$ cat config.mk
export PLATFORM = sky130hd
export DESIGN_NAME = alu_seq_mult_flat
export DESIGN_NICKNAME = d
export VERILOG_FILES = /design/src/rtl/alu_seq_mult_if.sv /design/src/rtl/alu_seq_mult.sv /design/src/flat_wrapper.sv
export SDC_FILE = /design/constraint.sdc
export NUM_CORES = 1
export LEC_CHECK = 0
export CAP_MARGIN = 20
export CORE_MARGIN = 2
export CORE_UTILIZATION = 60
export DETAILED_ROUTE_END_ITERATION = 12
export HOLD_SLACK_MARGIN = 0.15
export PLACE_DENSITY_LB_ADDON = 0.2
export SYNTH_ARGS = -nofsm -noshare
export SYNTH_HDL_FRONTEND = slang
export SYNTH_HIERARCHICAL = 1
export SYNTH_SLANG_ARGS = --single-unit
$ cat constraint.sdc
create_clock -name clk -period 3.4 [get_ports clk]
set_input_delay 0.68 -clock clk [delete_from_list [all_inputs] [get_ports clk]]
set_output_delay 0.68 -clock clk [all_outputs]
set_load 0.1 [all_outputs]
$ cat src/rtl/alu_seq_mult_if.sv
// Start/busy/done handshake and operand/result bus between an issuing
// controller (master) and the sequential multiplier (slave).
interface alu_seq_mult_if #(
    parameter int n = 4
);
    logic           start;
    logic [n-1:0]   A;
    logic [n-1:0]   B;
    logic           busy;
    logic           done;
    logic [2*n-1:0] Product;

    modport master (
        output start, A, B,
        input  busy, done, Product
    );

    modport slave (
        input  start, A, B,
        output busy, done, Product
    );
endinterface

$ cat src/rtl/alu_seq_mult.sv
// Unsigned shift-add multiplier that sequences one ALU_nbit (held in ADD mode)
// over n iterations. Optional macro MULT_ZERO_SKIP_EN short-circuits zero operands.
module ALU_nbit #(
    parameter int n = 4
) (
    input  logic [n-1:0] A,
    input  logic [n-1:0] B,
    input  logic [2:0]   Mode,
    input  logic         CB_in,
    output logic [n-1:0] Result,
    output logic         CB_out
);
    logic [n:0] sum_s;
    logic [n:0] diff_s;

    assign sum_s  = {1'b0, A} + {1'b0, B} + {{n{1'b0}}, CB_in};
    assign diff_s = {1'b0, A} - {1'b0, B} - {{n{1'b0}}, CB_in};

    // Mode decode; CB_out carries carry, borrow or the bit shifted out.
    always_comb begin
        Result = {n{1'b0}};
        CB_out = 1'b0;
        case (Mode)
            3'b000:  {CB_out, Result} = sum_s;
            3'b001:  {CB_out, Result} = diff_s;
            3'b010:  Result = A & B;
            3'b011:  Result = A | B;
            3'b100:  Result = A ^ B;
            3'b101:  Result = ~A;
            3'b110:  {CB_out, Result} = {A, 1'b0};
            3'b111:  {Result, CB_out} = {1'b0, A};
            default: begin
                Result = {n{1'b0}};
                CB_out = 1'b0;
            end
        endcase
    end
endmodule

module alu_seq_mult #(
    parameter int n = 4
) (
    input logic            clk,
    input logic            nrst,
    alu_seq_mult_if.slave  bus
);
    localparam int            CW       = $clog2(n) + 1;
    localparam logic [CW-1:0] CNT_LAST = CW'(n - 1);

    typedef enum logic [1:0] {
        IDLE    = 2'b00,
        CALC    = 2'b01,
        DONE_ST = 2'b10
    } state_t;

    state_t         state_r;
    logic [n-1:0]   m_r;
    logic [n-1:0]   p_hi_r;
    logic [n-1:0]   q_r;
    logic [CW-1:0]  cnt_r;
    logic           busy_r;
    logic           done_r;
    logic [2*n-1:0] product_r;

    logic [n-1:0]   alu_sum_s;
    logic           alu_carry_s;

    ALU_nbit #(.n(n)) u_alu (
        .A      (p_hi_r),
        .B      (m_r),
        .Mode   (3'b000),
        .CB_in  (1'b0),
        .Result (alu_sum_s),
        .CB_out (alu_carry_s)
    );

`ifdef MULT_ZERO_SKIP_EN
    logic zero_op_s;
    assign zero_op_s = (bus.A == {n{1'b0}}) || (bus.B == {n{1'b0}});
`endif

    assign bus.busy    = busy_r;
    assign bus.done    = done_r;
    assign bus.Product = product_r;

    // Control FSM and datapath; all outputs are registers.
    always_ff @(posedge clk) begin
        if (!nrst) begin
            state_r   <= IDLE;
            m_r       <= {n{1'b0}};
            p_hi_r    <= {n{1'b0}};
            q_r       <= {n{1'b0}};
            cnt_r     <= {CW{1'b0}};
            busy_r    <= 1'b0;
            done_r    <= 1'b0;
            product_r <= {(2*n){1'b0}};
        end else begin
            done_r <= 1'b0;
            case (state_r)
                IDLE: begin
                    if (bus.start) begin
                        m_r    <= bus.A;
                        q_r    <= bus.B;
                        p_hi_r <= {n{1'b0}};
                        cnt_r  <= {CW{1'b0}};
                        busy_r <= 1'b1;
`ifdef MULT_ZERO_SKIP_EN
                        // Zero operand: clear Q so DONE publishes a zero product.
                        if (zero_op_s) begin
                            q_r     <= {n{1'b0}};
                            state_r <= DONE_ST;
                        end else begin
                            state_r <= CALC;
                        end
`else
                        state_r <= CALC;
`endif
                    end else begin
                        busy_r <= 1'b0;
                    end
                end
                CALC: begin
                    // Carry lands in P_hi's MSB, so the 2n-bit product never overflows.
                    if (q_r[0]) begin
                        {p_hi_r, q_r} <= {alu_carry_s, alu_sum_s, q_r[n-1:1]};
                    end else begin
                        {p_hi_r, q_r} <= {1'b0, p_hi_r, q_r[n-1:1]};
                    end
                    cnt_r <= cnt_r + {{(CW-1){1'b0}}, 1'b1};
                    if (cnt_r == CNT_LAST) begin
                        state_r <= DONE_ST;
                    end else begin
                        state_r <= CALC;
                    end
                end
                DONE_ST: begin
                    product_r <= {p_hi_r, q_r};
                    done_r    <= 1'b1;
                    busy_r    <= 1'b0;
                    state_r   <= IDLE;
                end
                default: begin
                    busy_r  <= 1'b0;
                    state_r <= IDLE;
                end
            endcase
        end
    end
endmodule

$ cat src/flat_wrapper.sv
// flat-port wrapper written by rule: the top's interface ports become plain ports
module alu_seq_mult_flat 
#(
    parameter int n = 4
)
  (clk, nrst, bus_start, bus_A, bus_B, bus_busy, bus_done, bus_Product);
  alu_seq_mult_if #(.n(n)) bus_i ();
  input logic clk;
  input logic nrst;
  input wire logic [$bits(bus_i.start)-1:0] bus_start;
  input wire logic [$bits(bus_i.A)-1:0] bus_A;
  input wire logic [$bits(bus_i.B)-1:0] bus_B;
  output wire logic [$bits(bus_i.busy)-1:0] bus_busy;
  output wire logic [$bits(bus_i.done)-1:0] bus_done;
  output wire logic [$bits(bus_i.Product)-1:0] bus_Product;
  assign bus_i.start = bus_start;
  assign bus_i.A = bus_A;
  assign bus_i.B = bus_B;
  assign bus_busy = bus_i.busy;
  assign bus_done = bus_i.done;
  assign bus_Product = bus_i.Product;
  alu_seq_mult #(.n(n)) u_core (.clk(clk), .nrst(nrst), .bus(bus_i));
endmodule
==> impl_metrics.env <==
export IMPL_status="finished, final reports clean"
export IMPL_layout_drive_gt1_share_pct=2.81
export IMPL_floorplan_initialDensity_pct=62.1
export IMPL_global_route_wire_length_before_repair_um=6150
export IMPL_critical_path_top_delay_family="buffers and inverters"
export IMPL_gp_congestion=0.871
export IMPL_antenna_violating_nets_post_route=0
export IMPL_critPathSlowestCell="clkdlybuf4s50_1"
export IMPL_synth_ff_latch_count=27
export IMPL_timing_max_cap_violations=0
export IMPL_finalHoldViolations=0
export IMPL_cts_resized_gates=0
export IMPL_postSynthAreaPerCell_um2=8.33
export IMPL_numPlacedInstances=278
export IMPL_number_of_sinks_on_the_clock_net=27
export IMPL_grt_setup_unrepaired="false"
export IMPL_total_internal_power_uw=433
export IMPL_clk_insertion_delay_late_ns=0.33
export IMPL_layout_cells_non_filler=282
export IMPL_grt_antenna_before_repair=0
export IMPL_grt_pass1_vias=1381
export IMPL_ys_flop_type="dfxtp_1"
export IMPL_io_pins=21
export IMPL_post_drt_wl_per_cell_um=12.7
export IMPL_clockBufferDepth=2
export IMPL_cts_repair_timing_setup_buffer_count=0
export IMPL_core_mm2=0.00300
export IMPL_area_enclosed_by_the_die_boundary_mm2=0.00357
export IMPL_placedInstanceArea_mm2=0.00209
export IMPL_maximum_number_of_pins_on_one_net_before_global_route_repair=29
export IMPL_pre_cts_ws_ns=1.14
export IMPL_async_flop_share_pct=0
export IMPL_drcViolationCount=0
export IMPL_peak_freq_ghz=0.399
export IMPL_count_of_different_cell_masters_after_synthesis=46
export IMPL_insertedDiodeCount=0
export IMPL_wl_met3_um=143
export IMPL_vias_per_cell=5.58
export IMPL_cts_hold_repair_buffers=0
export IMPL_grt_overflow=0
export IMPL_finalCritPeriodShare_pct=73.7
export IMPL_totalWireLength_um=3580
export IMPL_ff_latch_area_um2=541
export IMPL_synth_enable_flop_cells=0
export IMPL_drt_pass1_iter_count=4
export IMPL_gr_usage_all_layers_pct=21.9
export IMPL_met2WireLength_um=1660
export IMPL_fraction_of_post_synthesis_cell_area_in_the_top_cell_type_by_area_pct=29.0
export IMPL_timing_final_setup_violations=0
export IMPL_setup_tns_ns=0
export IMPL_final_number_of_max_transition_violations=0
export IMPL_synth_cells=224
export IMPL_nFillCells=273
export IMPL_synth_seq_area_share_pct=29.0
export IMPL_wirelength_met1_um=1760
export IMPL_critical_path_max_fanout=2
export IMPL_power_share_combinational_pct=21.6
export IMPL_synth_area_top_cells="dfxtp_1 (29%), ha_1 (11%), nand2_1 (5.2%), fa_1 (4.3%), inv_1 (4.0%)"
export IMPL_synth_warning_count=6
export IMPL_clk_pin_slew_ns=0.14
export IMPL_crit_buf_inv=1
export IMPL_top_layer="met4"
export IMPL_sequentialPowerShare_pct=56.2
export IMPL_cts_tree="done"
export IMPL_critPathKind="flip-flop to output pin"
export IMPL_hold_class="flip-flop to flip-flop"
export IMPL_row_count=20
export IMPL_power_static_leakage_uw=0.000881
export IMPL_mappedNetlistArea_mm2=0.00187
export IMPL_clock_power_share_pct=22.2
export IMPL_syn2layout_area_growth_pct=13.2
export IMPL_vias=1574
export IMPL_die_h_um=59.8
export IMPL_tritoncts_num_buffers=3
export IMPL_multi_input_comb_area_mm2=0.00123
export IMPL_timing_critical_path_arrival_ns=1.83
export IMPL_power_density_mw_per_mm2=289
export IMPL_ctsRootBufferMaster="clkbuf_4"
export IMPL_setup_ws_ns=0.894
export IMPL_layout_nets=281
export IMPL_final_hold_worst_slack_ns=0.460
export IMPL_vdd_ir_drop_max_mv=0.296
export IMPL_worst_setup_path_end_kind="output pin"
export IMPL_htreeDepth=1
export IMPL_timing_max_slew_rel_slack_pct=35.0
export IMPL_switchingPower_uw=177
export IMPL_design_area_mm2=0.00211
export IMPL_initialDrtViolationCount=66
export IMPL_critPathRequiredTime_ns=2.72
export IMPL_timing_worst_slew_pin_value_ns=0.972
export IMPL_finalClockSkew_ns=0.0111
export IMPL_path_cells="clkdlybuf4s50_1"
export IMPL_io_buffers=20
export IMPL_critical_path_max_stage_delay_ns=1.14
export IMPL_floorplan_die_width_um=59.8
export IMPL_min_period_ns=2.51
export IMPL_sw_ratio_pct=29.0
export IMPL_cp_start_kind="flip-flop"
export IMPL_hpwl_um=2730
export IMPL_cell_type_contributing_the_most_total_cell_area_after_synthesis="dfxtp_1"
## layer usage
metal,vias up,global-route usage (%)
li1,809,-
met1,721,31.6
met2,42,35.2
met3,2,3.25
met4,0,3.81
met5,-,0
## cells in the mapped netlist, types with 2 or more instances
| cell | number |
|---|---|
| dfxtp_1 | 27 |
| nand2_1 | 26 |
| inv_1 | 20 |
| ha_1 | 16 |
| a21oi_1 | 13 |
| a21boi_1 | 8 |
| buf_2 | 8 |
| o21ai_0 | 8 |
| nand3_1 | 7 |
| nor2_1 | 7 |
| mux2i_1 | 6 |
| nor2b_1 | 6 |
| a22oi_1 | 5 |
| and2_1 | 5 |
| a21boi_0 | 4 |
| fa_1 | 4 |
| nand2b_1 | 4 |
| o22ai_1 | 4 |
| nand4_1 | 3 |
| nor3_1 | 3 |
| o21ai_1 | 3 |
| o221ai_1 | 3 |
| o2bb2ai_1 | 3 |
| xor2_1 | 3 |
| a221o_1 | 2 |
| a32oi_1 | 2 |
| and2b_1 | 2 |
| clkbuf_1 | 2 |
| o21bai_1 | 2 |
| xnor2_1 | 2 |
## power groups by stage
stage / registers (uW) / clock network (uW) / logic, uW
final: 343 / 135 / 132
after detailed placement: 350 / 0 / 127
after CTS: 343 / 138 / 127
after floorplan: 350 / 0 / 100
after global routing: 346 / 152 / 148
after global placement: 349 / 0 / 125
## through the flow
| stage | power (uW) | utilization (%) |
|---|---|---|
| 2_1_floorplan | 450 | - |
| 3_3_place_gp | 474 | 69.5 |
| 3_5_place_dp | 477 | 69.5 |
| 4_1_cts | 609 | 70.3 |
| 5_1_grt | 646 | 70.3 |
| 6_report | 610 | 70.3 |
## worst paths after layout
check | start | to | slack [ns] | cells past startpoint
max | u_core/bus.Product[0] | bus_Product[0] | 0.89 | 1
min | u_core/bus.Product[7] | u_core/bus.Product[7] | 0.46 | 2
max reg2reg | u_core/p_hi_r[0] | u_core/p_hi_r[0] | 1.15 | 9
min reg2reg | u_core/bus.Product[7] | u_core/bus.Product[7] | 0.46 | 2
## layout make-up
class                   count  area share (%)
clock buffers               4            1.24
multi-input cells         178            58.2
well taps                  33            1.95
repair buffers             20            9.48
flip-flops and latches     27            25.6
inverters                  20            3.55
## sequential cells by signal, indices dropped and copies added (netlist names)
| name | count |
|---|---|
| u_core/bus.done | 1 |
| u_core/bus.busy | 1 |
| u_core/state_r | 2 |
| u_core/cnt_r | 3 |
| u_core/p_hi_r | 4 |
| u_core/m_r | 4 |
| u_core/q_r | 4 |
| u_core/bus.Product | 8 |
## cell families (layout without fill, tap and decap cells)
group	count (synthesis)	after routing	share of synthesized area [%]
AOI/OAI and AO/OA	63	63	23.1
xor gates and xnor gates	5	5	2.35
adders and majority gates	20	20	15.0
buffers and inverters	33	44	7.98
DFF	27	27	29.0
muxes	7	7	3.82
other	1	15	0.201
and+or+nand+nor	68	68	18.6
## layout by cell type (no fill, tap or decap), types with 2 or more instances in the layout
cell,instances
o21ai_0,8
nand2b_1,4
a21boi_1,8
a32oi_1,2
a21boi_0,4
a22oi_1,5
conb_1,15
nand2_1,26
clkbuf_4,3
dfxtp_1,27
o2bb2ai_1,3
and2_1,5
nand3_1,7
ha_1,16
and2b_1,2
fa_1,4
inv_1,20
o22ai_1,4
nor2b_1,6
mux2i_1,6
xnor2_1,2
nor2_1,7
o21ai_1,3
nand4_1,3
a221o_1,2
nor3_1,3
clkdlybuf4s50_1,20
o21bai_1,2
a21oi_1,13
o221ai_1,3
xor2_1,3
(Power assumes the default switching activity.)
